<file path="config.mk">
export PLATFORM = sky130hd
export DESIGN_NAME = fpu_align_flat
export DESIGN_NICKNAME = d
export VERILOG_FILES = /design/src/rtl/fpu_pkg.sv /design/src/rtl/fpu_align_if.sv /design/src/rtl/fpu_align_sticky_shr.sv /design/src/rtl/fpu_align.sv /design/src/flat_wrapper.sv
export SDC_FILE = /design/constraint.sdc
export NUM_CORES = 1
export LEC_CHECK = 0
export ABC_AREA = 1
export BUFFER_PORTS_ARGS = -buffer_cell sky130_fd_sc_hd__clkbuf_2
export CAP_MARGIN = 10
export CORE_MARGIN = 2
export CORE_UTILIZATION = 54
export CTS_CLUSTER_DIAMETER = 150
export DETAILED_ROUTE_END_ITERATION = 6
export HOLD_SLACK_MARGIN = 0.03
export PLACE_DENSITY = 0.82
export SYNTH_ARGS = -nofsm -noshare
export SYNTH_HDL_FRONTEND = slang
export SYNTH_SLANG_ARGS = --single-unit
</file>
<file path="constraint.sdc">
create_clock -name clk -period 2.3 [get_ports clk]
set_input_delay 0 -clock clk [delete_from_list [all_inputs] [get_ports clk]]
set_output_delay 0 -clock clk [all_outputs]
set_load 0.02 [all_outputs]
</file>
<file path="src/rtl/fpu_pkg.sv">
// Shared FPU datapath definitions: mantissa/exponent widths, mantissa field
// positions, the align-stage FSM states and the IEEE-754 single unpack helper.
package fpu_pkg;

    localparam int MANT_W      = 28;
    localparam int EXP_W       = 8;
    localparam int SHIFT_W     = 5;

    // Internal mantissa layout: carry headroom, hidden bit, fraction, G/R/S.
    localparam int MANT_CARRY  = 27;
    localparam int MANT_HIDDEN = 26;
    localparam int MANT_STICKY = 0;

    localparam logic [EXP_W-1:0]   EXP_SPECIAL     = 8'hFF;
    localparam logic [SHIFT_W-1:0] MAX_ALIGN_SHIFT = 5'd27;

    typedef enum logic [1:0] {
        ST_IDLE  = 2'd0,
        ST_SHIFT = 2'd1,
        ST_DONE  = 2'd2
    } align_state_e;

    typedef struct packed {
        logic              sign;
        logic [EXP_W-1:0]  expo;
        logic [MANT_W-1:0] mant;
    } operand_t;

    // Split a single-precision word into sign, effective exponent and the
    // 28-bit internal mantissa. Denormals get exponent 1 and no hidden bit.
    function automatic operand_t unpack(input logic [31:0] f);
        operand_t u;
        u.sign                     = f[31];
        u.mant                     = '0;
        u.mant[MANT_CARRY]         = 1'b0;
        u.mant[MANT_HIDDEN]        = (f[30:23] != 8'h00);
        u.mant[MANT_HIDDEN-1 -: 23] = f[22:0];
        u.expo                     = (f[30:23] == 8'h00) ? 8'h01 : f[30:23];
        return u;
    endfunction

endpackage

</file>
<file path="src/rtl/fpu_align_if.sv">
// Handshake and data bundle between the operand source, the align stage and
// the adder. The align stage is the slave; the producer/consumer side is master.
interface fpu_align_if;
    import fpu_pkg::*;

    logic              in_valid;
    logic              in_ready;
    logic [31:0]       op_a;
    logic [31:0]       op_b;
    logic              out_valid;
    logic              out_ready;
    logic [MANT_W-1:0] mantisa_a;
    logic [MANT_W-1:0] mantisa_b;
    logic [EXP_W-1:0]  exp_common;
    logic              sign_a;
    logic              sign_b;
    logic              swapped;
    logic              special;

    modport slave (
        input  in_valid, op_a, op_b, out_ready,
        output in_ready, out_valid, mantisa_a, mantisa_b, exp_common,
               sign_a, sign_b, swapped, special
    );

    modport master (
        output in_valid, op_a, op_b, out_ready,
        input  in_ready, out_valid, mantisa_a, mantisa_b, exp_common,
               sign_a, sign_b, swapped, special
    );

endinterface

</file>
<file path="src/rtl/fpu_align_sticky_shr.sv">
// sticky_shr: combinational right shift of a 28-bit mantissa by 0..27 with
// every shifted-out bit ORed into the sticky position. Only built when
// FPU_ALIGN_BARREL_EN is defined; the serial align path does not need it.
`ifdef FPU_ALIGN_BARREL_EN
module sticky_shr
    import fpu_pkg::*;
(
    input  logic [MANT_W-1:0]  i_mant,
    input  logic [SHIFT_W-1:0] i_shamt,
    output logic [MANT_W-1:0]  o_mant
);

    logic [MANT_W-1:0] w_lost_mask;
    logic              w_sticky;

    assign w_lost_mask = (MANT_W'(1) << i_shamt) - MANT_W'(1);
    assign w_sticky    = |(i_mant & w_lost_mask);

    // Shift, then fold the discarded bits into the sticky position.
    always_comb begin
        o_mant              = i_mant >> i_shamt;
        o_mant[MANT_STICKY] = o_mant[MANT_STICKY] | w_sticky;
    end

endmodule
`endif

</file>
<file path="src/rtl/fpu_align.sv">
// fpu_align: unpack two singles, order them by magnitude and right-align the
// smaller mantissa to the larger exponent with sticky collection.
// Configuration macro FPU_ALIGN_BARREL_EN: defined = single-cycle barrel
// shift at accept; undefined = serial one-bit-per-cycle shift via SHIFT.
module fpu_align
    import fpu_pkg::*;
(
    input  logic       clk,
    input  logic       rst,
    fpu_align_if.slave bus
);

    operand_t           w_op_a;
    operand_t           w_op_b;
    operand_t           w_big;
    operand_t           w_small;
    logic               w_swap;
    logic               w_special;
    logic               w_accept;
    logic [EXP_W-1:0]   w_diff;
    logic [SHIFT_W-1:0] w_k;
    logic [MANT_W-1:0]  w_mant_b_init;

    align_state_e       r_state;
    align_state_e       w_next_state;
    logic [MANT_W-1:0]  r_mant_a;
    logic [MANT_W-1:0]  r_mant_b;
    logic [EXP_W-1:0]   r_exp;
    logic               r_sign_a;
    logic               r_sign_b;
    logic               r_swapped;
    logic               r_special;
`ifndef FPU_ALIGN_BARREL_EN
    logic [SHIFT_W-1:0] r_count;
`endif

    assign w_op_a = unpack(bus.op_a);
    assign w_op_b = unpack(bus.op_b);

    // The hidden bit takes part in the compare so an exponent-1 normal
    // outranks a denormal that shares effective exponent 1. Ties keep op_a.
    assign w_swap  = {w_op_b.expo, w_op_b.mant} > {w_op_a.expo, w_op_a.mant};
    assign w_big   = w_swap ? w_op_b : w_op_a;
    assign w_small = w_swap ? w_op_a : w_op_b;

    assign w_special = (bus.op_a[30:23] == EXP_SPECIAL) ||
                       (bus.op_b[30:23] == EXP_SPECIAL);
    assign w_diff    = w_big.expo - w_small.expo;
    assign w_k       = w_special                             ? '0 :
                       (w_diff > EXP_W'(MAX_ALIGN_SHIFT))    ? MAX_ALIGN_SHIFT :
                                                               w_diff[SHIFT_W-1:0];

    assign w_accept = bus.in_valid && (r_state == ST_IDLE);

`ifdef FPU_ALIGN_BARREL_EN
    sticky_shr u_shr (
        .i_mant  (w_small.mant),
        .i_shamt (w_k),
        .o_mant  (w_mant_b_init)
    );
`else
    assign w_mant_b_init = w_small.mant;
`endif

    // State register.
    always_ff @(posedge clk or posedge rst) begin
        // NOTE: sequential state is always assigned with <= so every flop
        // samples pre-edge values regardless of block ordering.
        if (rst) r_state <= ST_IDLE;
        else     r_state <= w_next_state;
    end

    // Next-state decode and handshake outputs.
    always_comb begin
        // NOTE: every output of this block gets a default first, so no path
        // leaves a signal unassigned and no latch is inferred.
        w_next_state  = r_state;
        bus.in_ready  = 1'b0;
        bus.out_valid = 1'b0;
        unique case (r_state)
            ST_IDLE: begin
                bus.in_ready = 1'b1;
                if (bus.in_valid) begin
`ifdef FPU_ALIGN_BARREL_EN
                    w_next_state = ST_DONE;
`else
                    w_next_state = (w_k == '0) ? ST_DONE : ST_SHIFT;
`endif
                end
            end
            ST_SHIFT: begin
`ifdef FPU_ALIGN_BARREL_EN
                w_next_state = ST_DONE;
`else
                if (r_count == SHIFT_W'(1)) w_next_state = ST_DONE;
`endif
            end
            ST_DONE: begin
                bus.out_valid = 1'b1;
                if (bus.out_ready) w_next_state = ST_IDLE;
            end
            default: w_next_state = ST_IDLE;
        endcase
    end

    // Capture ordered operands on accept; serially align mantissa b in SHIFT.
    always_ff @(posedge clk or posedge rst) begin
        if (rst) begin
            // NOTE: the data registers are cleared too, since the outputs
            // must read zero after reset, not just the control state.
            r_mant_a  <= '0;
            r_mant_b  <= '0;
            r_exp     <= '0;
            r_sign_a  <= 1'b0;
            r_sign_b  <= 1'b0;
            r_swapped <= 1'b0;
            r_special <= 1'b0;
`ifndef FPU_ALIGN_BARREL_EN
            r_count   <= '0;
`endif
        end else if (w_accept) begin
            r_mant_a  <= w_big.mant;
            r_mant_b  <= w_mant_b_init;
            r_exp     <= w_special ? EXP_SPECIAL : w_big.expo;
            r_sign_a  <= w_big.sign;
            r_sign_b  <= w_small.sign;
            r_swapped <= w_swap;
            r_special <= w_special;
`ifndef FPU_ALIGN_BARREL_EN
            r_count   <= w_k;
`endif
        end
`ifndef FPU_ALIGN_BARREL_EN
        else if (r_state == ST_SHIFT) begin
            // Bit 1 moves into bit 0 while the old bit 0 stays folded in.
            r_mant_b <= {1'b0, r_mant_b[MANT_W-1:1]} |
                        {{(MANT_W-1){1'b0}}, r_mant_b[MANT_STICKY]};
            r_count  <= r_count - SHIFT_W'(1);
        end
`endif
    end

    assign bus.mantisa_a  = r_mant_a;
    assign bus.mantisa_b  = r_mant_b;
    assign bus.exp_common = r_exp;
    assign bus.sign_a     = r_sign_a;
    assign bus.sign_b     = r_sign_b;
    assign bus.swapped    = r_swapped;
    assign bus.special    = r_special;

endmodule

</file>
<file path="src/flat_wrapper.sv">
// flat-port wrapper written by rule: the top's interface ports become plain ports
module fpu_align_flat import fpu_pkg::*;
  (clk, rst, bus_in_valid, bus_op_a, bus_op_b, bus_out_ready, bus_in_ready, bus_out_valid, bus_mantisa_a, bus_mantisa_b, bus_exp_common, bus_sign_a, bus_sign_b, bus_swapped, bus_special);
  fpu_align_if bus_i ();
  input  logic clk;
  input  logic rst;
  input wire logic [$bits(bus_i.in_valid)-1:0] bus_in_valid;
  input wire logic [$bits(bus_i.op_a)-1:0] bus_op_a;
  input wire logic [$bits(bus_i.op_b)-1:0] bus_op_b;
  input wire logic [$bits(bus_i.out_ready)-1:0] bus_out_ready;
  output wire logic [$bits(bus_i.in_ready)-1:0] bus_in_ready;
  output wire logic [$bits(bus_i.out_valid)-1:0] bus_out_valid;
  output wire logic [$bits(bus_i.mantisa_a)-1:0] bus_mantisa_a;
  output wire logic [$bits(bus_i.mantisa_b)-1:0] bus_mantisa_b;
  output wire logic [$bits(bus_i.exp_common)-1:0] bus_exp_common;
  output wire logic [$bits(bus_i.sign_a)-1:0] bus_sign_a;
  output wire logic [$bits(bus_i.sign_b)-1:0] bus_sign_b;
  output wire logic [$bits(bus_i.swapped)-1:0] bus_swapped;
  output wire logic [$bits(bus_i.special)-1:0] bus_special;
  assign bus_i.in_valid = bus_in_valid;
  assign bus_i.op_a = bus_op_a;
  assign bus_i.op_b = bus_op_b;
  assign bus_i.out_ready = bus_out_ready;
  assign bus_in_ready = bus_i.in_ready;
  assign bus_out_valid = bus_i.out_valid;
  assign bus_mantisa_a = bus_i.mantisa_a;
  assign bus_mantisa_b = bus_i.mantisa_b;
  assign bus_exp_common = bus_i.exp_common;
  assign bus_sign_a = bus_i.sign_a;
  assign bus_sign_b = bus_i.sign_b;
  assign bus_swapped = bus_i.swapped;
  assign bus_special = bus_i.special;
  fpu_align u_core (.clk(clk), .rst(rst), .bus(bus_i));
endmodule
</file>
==> results.py <==
metrics = {
    "run_status": {
        "status": "finished, violations left",
        "violations": "setup timing",
    },
    "sta": {
        "worstMarginPinSlew_ps": 1010,
        "max_freq_ghz": 0.319,
        "clock_skew_ps": 8.58,
        "period_needed_ps": 3140,
        "rsz0062_at_grt": "true",
        "setup_slack_ps": -836,
        "setup_viol": 21,
        "period_share_pct": 136,
        "slew_violations": 0,
        "setup-tns-final_ps": -5700,
        "slew_headroom_pct": 32.1,
        "final-hold-violation-count": 0,
    },
    "cts": {
        "clock_path_buffers": 2,
        "clk_pin_slew_worst_paths_ps": 80,
        "cts_max_level": 3,
        "worstSkewPairLatency_ps": 350,
        "root_buffer": "clkbuf_8",
        "cts_made_buffers": 9,
        "cts_tree": "yes",
        "clock-sinks": 70,
    },
    "placed_design": {
        "dpl.hpwl_mm": 12.0,
        "port_buffers": 132,
        "gp_congestion": 0.927,
        "place_ws_ps": -1180,
        "dpl_cell_area_sq_um": 6580,
        "dp_cells": 1046,
    },
    "floorplanning": {
        "die_area_sq_um": 10200,
        "die_height_um": 101,
        "die_x_um": 101,
        "core_area_sq_um": 9200,
        "initial_core_util_pct": 55.3,
        "row_count": 35,
        "num_io_pins": 138,
    },
    "pwr": {
        "powerDensity_nw_per_um2": 1020,
        "power_leakage_nw": 4.28,
        "irDropWorstVdd_mv": 0.472,
        "p_total_mw": 7.76,
    },
    "setup_path": {
        "regToRegStartpoint": "u_core.r_state[1]",
        "crit_fanout": 6,
        "crit_arrival_ps": 3430,
        "crit_path_end_kind": "register",
        "slowest_delay_ps": 310,
        "rr_worst_depth": 6,
        "crit_type": "input port to register",
        "rr_endpoint": "u_core.bus.exp_common[7]",
        "cpMostUsedCell": "nand2_1",
        "r2r_slack_ps": 210,
        "crit_path_top_delay_cell": "ha_1",
        "worst_ep_required_time_ps": 2600,
        "critPathLaunchType": "input port",
    },
    "yosys": {
        "syn_inst": 737,
        "seq_area_frac_synth_pct": 34.5,
        "ys_ff_latch": 70,
        "synth_top_area_share_pct": 34.5,
        "avgSynthCellArea_sq_um": 6.90,
        "ys_types": 38,
        "yosysTopAreaCell": "dfrtp_1",
        "synth_area_leaders": "dfrtp_1 34%, nand2_1 13%, inv_1 10%",
        "syn_area_sq_um": 5080,
        "yosys_warnings": 0,
    },
    "min_path": {
        "hold_path_depth": 5,
        "hold_path.class": "input port to register",
        "hold_start": "bus_op_b[1]",
        "holdPathEnd": "u_core.bus.mantisa_b[4]",
    },
    "grt": {
        "gr-usage-all-layers_pct": 34.0,
        "grt_max_degree": 50,
        "grt_first_pass_wirelength_mm": 27.2,
        "antenna_found_initial": 0,
        "grt_overflow": 0,
        "grt_pass1_vias": 5911,
    },
    "drt": {
        "vias": 6170,
        "drt_wl_total_mm": 18.0,
        "vias_per_cell": 5.54,
        "drt_iter0_drc": 378,
        "dr.pass1.iters": 5,
        "remaining_drc_errors": 0,
        "drtAntennaViolNets": 0,
        "wl_per_cell_um": 16.2,
    },
    "layout": {
        "stdcell_count": 1113,
        "fillers": 592,
        "regArea_sq_um": 1750,
        "syn2layout_area_growth_pct": 49.4,
        "multiInputGateArea_sq_um": 2890,
        "nets": 1098,
        "num_antenna_cells": 0,
        "drive_gt1_share_pct": 33.7,
        "post-route-cell-area_sq_um": 7590,
    },
    "run": {
        "cap_violations": 0,
    },
}
-- state kept, by name, summed over array words and instances, names as in the netlist --
register               count
u_core.bus.sign_a          1
u_core.r_state             2
u_core.bus.swapped         1
u_core.bus.sign_b          1
u_core.bus.mantisa_a      24
u_core.bus.exp_common      8
u_core.r_count             5
u_core.bus.special         1
u_core.bus.mantisa_b      27
-- worst max-delay path: cells and delay by family --
| family | cells | cell delay (ps) |
|---|---|---|
| and+or+nand+nor | 26 | 2800 |
| adders and majority gates | 2 | 470 |
| buffers and inverters | 2 | 140 |
-- worst max path at each step --
stage            startpoint                end  slack, ps  depth (start not counted)
2_1_floorplan  bus_op_a[28]  u_core.r_state[1]       -680                         29
3_3_place_gp   bus_op_a[28]  u_core.r_count[0]      -1010                         26
3_5_place_dp   bus_op_a[28]  u_core.r_count[0]      -1180                         26
4_1_cts        bus_op_a[29]  u_core.r_state[1]       -610                         30
5_1_grt        bus_op_a[28]  u_core.r_state[1]      -1040                         30
6_report       bus_op_a[28]  u_core.r_state[1]       -840                         30
-- routing by layer --
metal | wire length, um | track usage, %
met1 | 7130 | 41.4
met2 | 8850 | 58.9
met3 | 1350 | 5.48
met4 | 663 | 15.8
met5 | 0 | 0
-- placed cells by master (no fill, tap or decap), types with 2 or more instances in the layout --
cell type and n:
nand2_1 166, inv_1 132, clkbuf_2 129, buf_4 107
dfrtp_1 70, o21ai_0 58, a21oi_1 35, dlygate4sd3_1 34
nor2_1 32, ha_1 31, o21ai_1 27, a22oi_1 23
nand3_1 22, nand2_2 14, clkbuf_8 12, o21ai_2 10
inv_2 8, nor2_2 8, nand4_1 8, nand3_2 7
conb_1 5, nand2_4 4, nor4_1 4, buf_16 4
nand3_4 3, nor2_4 3, o22ai_1 3, a21oi_2 3
buf_6 3, nor4_2 2, a31oi_1 2, o211ai_1 2
ha_4 2, bufinv_16 2, clkbuf_16 2, buf_8 2
-- timing repair --
action | CTS | global route
setup endpoints to repair | 58 | 64
gates cloned | 3 | 2
hold endpoints to repair | 57 | 0
setup buffers | 9 | 3
pin swaps | 18 | 26
resized for setup | 37 | 55
hold buffers | 34 | 0
-- logic make-up after synthesis --
logic type | Yosys count | share of synthesized area (%)
DFF | 70 | 34.5
buffers and inverters | 180 | 13.8
and+or+nand+nor | 281 | 24.6
adders and majority gates | 33 | 8.12
xor gates and xnor gates | 1 | 0.172
AOI/OAI and AO/OA | 171 | 18.7
other | 1 | 0.0738
-- area by class of cell --
cell class | count | share of cell area (%)
clock buffer | 11 | 1.99
clock inverter | 5 | 1.07
inverter | 142 | 7.05
multi-input combinational | 491 | 38.0
sequential | 70 | 23.1
tap | 111 | 1.83
timing repair buffer | 283 | 27.0
-- cell usage after synthesis, drive strengths merged --
| cell | n |
|---|---|
| nand2 | 185 |
| inv | 141 |
| o21ai | 95 |
| dfrtp | 70 |
| nor2 | 43 |
| a21oi | 38 |
| ha | 33 |
| clkbuf | 32 |
| nand3 | 32 |
| a22oi | 24 |
| nand4 | 9 |
| nor4 | 7 |
| buf | 6 |
| o22ai | 4 |
| a31oi | 2 |
| nor3 | 2 |
| o211ai | 2 |
| o221ai | 2 |
| a21boi | 1 |
| a21o | 1 |
| a32o | 1 |
| and2 | 1 |
| clkinv | 1 |
| conb | 1 |
| nand3b | 1 |
| nor3b | 1 |
| o2111a | 1 |
| xor2 | 1 |
-- metrics by stage --
| step | hold WS, ps | utilization, % |
|---|---|---|
| after global routing | 43.7 | 82.6 |
| after detailed placement | 60.4 | 71.6 |
| after floorplan | 143 | - |
| after CTS | 35.7 | 80.6 |
| after global placement | 63.9 | 71.6 |
| final | 22.1 | 82.6 |
-- power breakdown --
part           leakage (nW)  internal, mW  switching [mW]
Clock                 0.116         0.670           0.517
Combinational          3.35          1.58            2.78
Sequential            0.820          1.85           0.360
Total                  4.28          4.10            3.66
Power figures use the tool's default switching activity.
